<file path="src/rtl/student_rr_mux.sv">
// Registered N-channel arbitrating multiplexer with valid/ready handshakes on every input and the output.
// Arbitration is round-robin (mode=0) or fixed lowest-index priority (mode=1), feeding a single-entry output register.
module student_rr_mux #(
    parameter int WIDTH = 16,
    parameter int N     = 8,
    parameter int SEL_W = 3
) (
    input  logic               clk,
    input  logic               reset,
    input  logic               mode,
    input  logic [N*WIDTH-1:0] in_data,
    input  logic [N-1:0]       in_valid,
    output logic [N-1:0]       in_ready,
    output logic [WIDTH-1:0]   out_data,
    output logic [SEL_W-1:0]   out_sel,
    output logic               out_valid,
    input  logic               out_ready
);

    logic [SEL_W-1:0] r_ptr;
    logic [WIDTH-1:0] r_out_data;
    logic [SEL_W-1:0] r_out_sel;
    logic             r_out_valid;

    logic             w_can_load;
    logic             w_found;
    logic             w_take;
    logic             w_hi_found;
    logic [SEL_W-1:0] w_hi_idx;
    logic [SEL_W-1:0] w_lo_idx;
    logic [SEL_W-1:0] w_fp_idx;
    logic [SEL_W-1:0] w_idx;
    logic [WIDTH-1:0] w_data;

    assign w_can_load = !r_out_valid || out_ready;

    // Round-robin splits requesters into those above the pointer (searched first) and the
    // wrapped-around remainder; the descending loop leaves the lowest index of each group.
    always_comb begin
        // NOTE: every variable gets a default before the loop so no path can infer a latch.
        w_found    = 1'b0;
        w_hi_found = 1'b0;
        w_hi_idx   = '0;
        w_lo_idx   = '0;
        w_fp_idx   = '0;
        for (int i = N - 1; i >= 0; i--) begin
            if (in_valid[i]) begin
                w_found  = 1'b1;
                w_fp_idx = SEL_W'(i);
                if (SEL_W'(i) > r_ptr) begin
                    w_hi_found = 1'b1;
                    w_hi_idx   = SEL_W'(i);
                end else begin
                    w_lo_idx = SEL_W'(i);
                end
            end
        end
    end

    always_comb begin
        if (mode) begin
            w_idx = w_fp_idx;
        end else if (w_hi_found) begin
            w_idx = w_hi_idx;
        end else begin
            w_idx = w_lo_idx;
        end
    end

    assign w_take = w_can_load && w_found && !reset;

    always_comb begin
        w_data   = '0;
        in_ready = '0;
        for (int i = 0; i < N; i++) begin
            if (w_idx == SEL_W'(i)) begin
                w_data      = in_data[i*WIDTH +: WIDTH];
                in_ready[i] = w_take;
            end
        end
    end

    always_ff @(posedge clk or posedge reset) begin
        if (reset) begin
            r_ptr       <= SEL_W'(N - 1);
            r_out_data  <= '0;
            r_out_sel   <= '0;
            r_out_valid <= 1'b0;
        end else begin
            // NOTE: non-blocking assignments so every register samples pre-edge values.
            if (w_take) begin
                r_out_data  <= w_data;
                r_out_sel   <= w_idx;
                r_out_valid <= 1'b1;
                r_ptr       <= w_idx;
            end else if (out_ready) begin
                r_out_valid <= 1'b0;
            end
        end
    end

    assign out_data  = r_out_data;
    assign out_sel   = r_out_sel;
    assign out_valid = r_out_valid;

endmodule

</file>
<file path="config.mk">
export PLATFORM = sky130hd
export DESIGN_NAME = student_rr_mux
export DESIGN_NICKNAME = d
export VERILOG_FILES = /design/src/rtl/student_rr_mux.sv
export SDC_FILE = /design/constraint.sdc
export NUM_CORES = 1
export LEC_CHECK = 0
export CAP_MARGIN = 10
export CORE_MARGIN = 3
export CORE_UTILIZATION = 38
export DETAILED_ROUTE_END_ITERATION = 10
export PLACE_DENSITY = 0.82
export RECOVER_POWER = 25
export SYNTH_ARGS = -nofsm -noshare
export SYNTH_HDL_FRONTEND = slang
export SYNTH_SLANG_ARGS = --single-unit
</file>
<file path="constraint.sdc">
create_clock -name clk -period 3.4 [get_ports clk]
set_clock_uncertainty 0.2 [all_clocks]
set_input_delay 0.34 -clock clk [delete_from_list [all_inputs] [get_ports clk]]
set_output_delay 0.34 -clock clk [all_outputs]
set_load 0.005 [all_outputs]
</file>
==> metrics.yaml, run 1 <==
remaining_drc_errors: 0
netlist_area_mm2: 0.00275
commonest_register_cell_after_synthesis: "dfrtp_1"
routed_wirelength_um: 12100
power.total_mw: 1.84
postSynthCellCount: 354
worstHoldPathType: "reg2reg"
synth_cell_types: 59
nNetsFinal: 678
fillCellCount: 571
vias_per_cell: 5.89
postRouteAntennaNets: 0
globalRoute.totalOverflow: 0
die_area_mm2: 0.00830
placementRows: 30
setup_total_negative_slack_ns: 0
synth_edf_count: 0
antenna_found_initial: 0
reg2reg_depth: 13
total_via_count_in_the_routed_design: 3726
timing.hold.ws_ns: 0.288
yosys_register_bits: 23
cts.path.max_buffers: 2
syn_to_final_growth_pct: 74.7
worstMarginPinSlew_ns: 1.42
fp.coreArea_mm2: 0.00691
final_hold_viol_count: 0
critical_path.max_fanout: 6
utilization: 0.696
num_antenna_cells: 0
cts_root_buffer: "clkbuf_8"
drt_pass_1_iters: 6
cts_tree: "built"
top_area_cells_in_the_synthesized_netlist: "dfrtp_1, o41ai_2, nand2_1"
crit_required_ns: 2.86
area_after_dpl_mm2: 0.00467
setup_repair_after_global_routing_missed_its_margin: "true"
cp_num_buf_inv: 3
gpl.final_weighted_congestion: 0.938
final.period_utilization: 0.986
setup_viol_count_final: 0
drt_first_iter_violations: 262
slew-limit-headroom: 0.0537
hpwlAfterDp_um: 9460
area_share_of_the_leading_cell_type_in_the_synthesized_netlist: 0.182
fp.dieH_um: 91.1
crit_chain: "buf_4 > buf_4 > nor2b_1 > o21ai_1 > nand4_1 > o211ai_2 > and2_4 > nand2_1 > nor2_1 > clkdlybuf4s50_1"
post_route_cells_drive_above_1_share: 0.182
result_of_the_run: "completed"
place.port_buffers: 167
fmax_ghz: 0.298
slowest_delay_ns: 0.61
worst_path_dominant_cell_family: "buffers and inverters"
synth_async_sr_flop_share: 1.00
fin_area_mm2: 0.00481
wl_per_cell_um: 19.1
timing.final.crit_period_ns: 3.35
power_leakage_nw: 1.97
critical-path-top-cell-by-count: "buf_4"
cap_viol_max_count: 0
ys_warn_count: 0
cts_clock_pin_slew_for_the_worst_setup_and_hold_paths_ns: 0.08
clock_latency_of_the_later_clocked_register_in_the_worst_skew_pair_ns: 0.26
postSynthNetCount: 494
track_usage: 0.279
yosys.area.top_type: "dfrtp_1"
number_of_global_route_vias_before_repair: 3614
cpMaxStageDelayCell: "dfstp_2"
synth.yosys.seq_area_share: 0.210
cts_buffers: 3
cts_max_level: 1
syn_area_per_cell_um2: 7.78
number_of_ports_placed_on_the_die_boundary: 168
grt_max_degree: 36
cp-end-kind: "output pin"
p_per_area_mw_per_mm2: 383
timing.setup.critical_path_class: "reg2out"
worst_setup_path_start_kind: "register"
max-vdd-ir-drop_v: 0.000323
critPathArrivalTime_ns: 2.81
timing.critical_path.depth: 10
cts_sinks: 23
floorplan.initialDensity: 0.399
die_w_um: 91.1
grt_first_pass_wirelength_um: 18700
final_max_slew_viol_count: 0
min_path_cells: 2
power breakdown:
group	switching, mW	internal [mW]	total (mW)
Combinational	0.576	0.656	1.23
Clock	0.100	0.0839	0.184
Sequential	0.0638	0.365	0.428
Total	0.740	1.10	1.84
per-layer routing:
layer	vias up	part of all wire	global-route usage
met4	0	0.025	0.0716
met2	249	0.47	0.466
met1	1739	0.40	0.367
met5	-	0	0
met3	28	0.098	0.0547
li1	1710	-	-
cells in the mapped netlist, drive strengths merged, types with 3 or more instances:
master / n
nor4: 3
nor2: 14
a221oi: 3
mux2i: 4
o41ai: 25
dfrtp: 20
nor3: 32
o21ai: 15
o21a: 13
nand3: 4
a21oi: 31
buf: 32
a21o: 3
dfstp: 3
clkbuf: 6
nor3b: 4
nor2b: 4
nand2: 57
o32ai: 4
inv: 7
and3: 13
mux2: 3
nand2b: 7
a211oi: 3
a22oi: 15
o31ai: 5
through the flow:
stage / std cells / setup slack [ns]
finish: 633 / 0.0472
global route: 633 / -0.0443
CTS: 633 / 0.0181
detailed placement: 621 / -0.0776
global placement: 621 / -0.0269
floorplan: 354 / 0.734
placed cells by master (no fill, tap or decap), types with 8 or more instances in the layout:
master	count
nand2_1	53
nor2_1	14
o41ai_1	8
and3_1	13
a22oi_1	15
o21a_1	13
buf_4	47
clkdlybuf4s50_1	162
o41ai_2	17
a21oi_1	30
nor3_1	30
dfrtp_1	20
path summary, 6_finish.rpt:
kind,from,to,slack [ns]
worst max-delay path,r_ptr[0],in_ready[5],0.05
worst min-delay path,out_sel[2],out_sel[2],0.29
worst max register to register,r_ptr[1],out_data[2],0.35
worst min register to register,out_sel[2],out_sel[2],0.29
max in group asynchronous,reset,out_data[13],1.35
min in group asynchronous,reset,out_data[10],0.81
worst reg2reg max path, cell delays in order (launching register included):
cell	delay, ns
dfstp_2	0.62
buf_4	0.16
nand2b_1	0.11
a2111oi_0	0.10
buf_4	0.15
a41o_1	0.23
a21oi_4	0.18
buf_12	0.14
buf_4	0.30
nor2_1	0.08
nor2_1	0.10
buf_4	0.20
a21oi_1	0.06
o41ai_1	0.31
layout make-up:
cell class,count,area (um2),area share
inverter,7,26.3,0.00546
timing repair buffer,217,2070,0.431
clock buffer,4,45.0,0.00937
sequential,23,579,0.120
tap,96,120,0.0250
multi-input combinational,286,1970,0.409
registers in the layout (all words and copies together) (netlist names):
name and count:
out_data 16, out_sel 3, out_valid 1, r_ptr 3
repair_timing:
| action | CTS | global route |
|---|---|---|
| hold buffers | 0 | 0 |
| resized for setup | 2 | 13 |
| endpoints found under the setup margin | 6 | 7 |
| endpoints found under the hold margin | 0 | 0 |
| pin swaps | 2 | 4 |
| setup buffers | 8 | 0 |
kinds of logic after synthesis:
| logic type | synth area share |
|---|---|
| AOI/OAI and AO/OA | 0.407 |
| and+or+nand+nor | 0.259 |
| adders and majority gates | 0.00364 |
| muxes | 0.0268 |
| DFF | 0.210 |
| buffers and inverters | 0.0927 |
(Power assumes the default switching activity.)
==> run 2: changes to the inputs <==
--- a/config.mk
+++ b/config.mk
@@ -8,6 +8,7 @@
 export CAP_MARGIN = 10
 export CORE_MARGIN = 3
 export CORE_UTILIZATION = 38
+export CTS_CLUSTER_SIZE = 25
 export DETAILED_ROUTE_END_ITERATION = 10
 export PLACE_DENSITY = 0.82
 export RECOVER_POWER = 25
==> constraint.sdc (replaced) <==
create_clock -name clk -period 3.4 [get_ports clk]
set_clock_uncertainty 0.2 [all_clocks]
set_input_delay 1.02 -clock clk [delete_from_list [all_inputs] [get_ports clk]]
set_output_delay 1.02 -clock clk [all_outputs]
set_load 0.005 [all_outputs]
==> metrics.yaml, run 2 (synthesis results as in run 1) <==
largest_register_ffs: 16
setup_ws_ns: -0.514
drt_pass_1_iters: 5
cts.hold.buffers_added: 0
die_w_um: 91.1
violations_in_the_final_reports: "negative setup slack"
cp-end-kind: "output pin"
critPathArrivalTime_ns: 2.69
layout_common_cells: "clkdlybuf4s50_1, buf_4, nand2_1, nor3_1, a21oi_1"
final.period_utilization: 1.15
p_per_area_mw_per_mm2: 389
postRouteAntennaNets: 0
cts_max_level: 1
layout.cells.most_common: "clkdlybuf4s50_1"
num_antenna_cells: 0
die_area_mm2: 0.00830
remaining_drc_errors: 0
place.port_buffers: 167
floorplan.initialDensity: 0.399
placementRows: 30
crit_required_ns: 2.18
final_max_slew_viol_count: 0
nNetsFinal: 738
grt_max_degree: 35
cts.path.max_buffers: 2
timing.setup.critical_path_class: "in2out"
fin_area_mm2: 0.00575
number_of_global_route_vias_before_repair: 4003
routed_wirelength_um: 14700
globalRoute.totalOverflow: 0
critical_path.max_fanout: 8
total_via_count_in_the_routed_design: 4154
cts_buffers: 3
setup_total_negative_slack_ns: -4.17
track_usage: 0.317
cts_clock_pin_slew_for_the_worst_setup_and_hold_paths_ns: 0.08
worstHoldPathType: "reg2reg"
timing.final.crit_period_ns: 3.91
fp.coreArea_mm2: 0.00691
wl_per_cell_um: 21.2
slew-limit-headroom: 0.0452
gpl.final_weighted_congestion: 0.900
clock_latency_of_the_later_clocked_register_in_the_worst_skew_pair_ns: 0.26
syn_to_final_growth_pct: 109
number_of_ports_placed_on_the_die_boundary: 168
fp.dieH_um: 91.1
worstMarginPinSlew_ns: 1.43
fmax_ghz: 0.256
timing.hold.ws_ns: 0.298
hpwlAfterDp_um: 9820
setup_viol_count_final: 18
utilization: 0.832
drt_first_iter_violations: 314
cap_viol_max_count: 0
cts_root_buffer: "clkbuf_8"
post_route_cells_drive_above_1_share: 0.348
cts_tree: "built"
cts_sinks: 23
setup_repair_after_global_routing_missed_its_margin: "true"
worst_setup_path_start_kind: "primary input"
max-vdd-ir-drop_v: 0.000259
area_after_dpl_mm2: 0.00502
vias_per_cell: 5.99
final_hold_viol_count: 0
grt_first_pass_wirelength_um: 21300
power_leakage_nw: 2.41
result_of_the_run: "complete, but fails checks"
antenna_found_initial: 0
-- run 2: changes by cell type in the layout (fill, tap and decap cells not counted), sizes merged --
cell,before,now
inv,7,6
clkdlybuf4s50,162,149
clkinvlp,0,1
dlygate4sd2,2,1
buf,49,122
dlymetal6s2s,2,0
clkdlybuf4s15,0,1
clkbuf,5,7
-- run 2: final timing paths --
path | startpoint | end | slack, ns | cells past startpoint
hold / removal | out_sel[0] | out_sel[0] | 0.30 | 2
min in group asynchronous | reset | out_data[5] | 1.54 | 3
setup reg to reg | r_ptr[1] | out_data[2] | 0.09 | 16
setup / recovery | in_valid[5] | in_ready[2] | -0.51 | 10
hold reg to reg | out_sel[0] | out_sel[0] | 0.30 | 2
max in group asynchronous | reset | out_sel[2] | 0.61 | 3
-- run 2: where the power goes --
group	internal (mW)	switching (mW)
Sequential	0.365	0.0737
Clock	0.0838	0.0954
Combinational	0.881	0.736
-- run 2: repair_timing --
action                     CTS  global route
setup buffers               25            15
setup endpoints to repair   24            24
gates resized for setup    122            34
pin swaps                   24            18
gates cloned                 1             2
-- run 2: cell type report --
cell class	count	area (um2)
Inverter	7	30.0
Timing Repair Buffer	277	2680
Clock buffer	4	45.0
Tap cell	96	120
Fill cell	400	1160
Sequential cell	23	579
Multi-Input combinational cell	286	2290
-- run 2: worst max-delay path, cell delays in order --
cell and delay [ns]:
buf_6 0.09, buf_6 0.13, o21ba_1 0.18, or3_4 0.37, a21oi_4 0.16, a21oi_4 0.08, buf_12 0.15, buf_6 0.12
nor4_4 0.24, buf_2 0.15
-- run 2: stage by stage --
step / instances / worst slack (ns) / power, mW
after global placement: 650 / -1.38 / 1.71
after CTS: 679 / -0.511 / 2.06
after global routing: 693 / -0.593 / 2.34
after floorplan: 354 / -0.316 / 1.13
after detailed placement: 650 / -1.40 / 1.73
final: 693 / -0.514 / 2.23
-- run 2: layer usage --
layer	vias up	routed length, um	GRT usage
met3	47	1310	0.0522
li1	1838	-	-
met1	1984	5640	0.416
met2	285	7300	0.536
met5	-	0	0
met4	0	458	0.0867
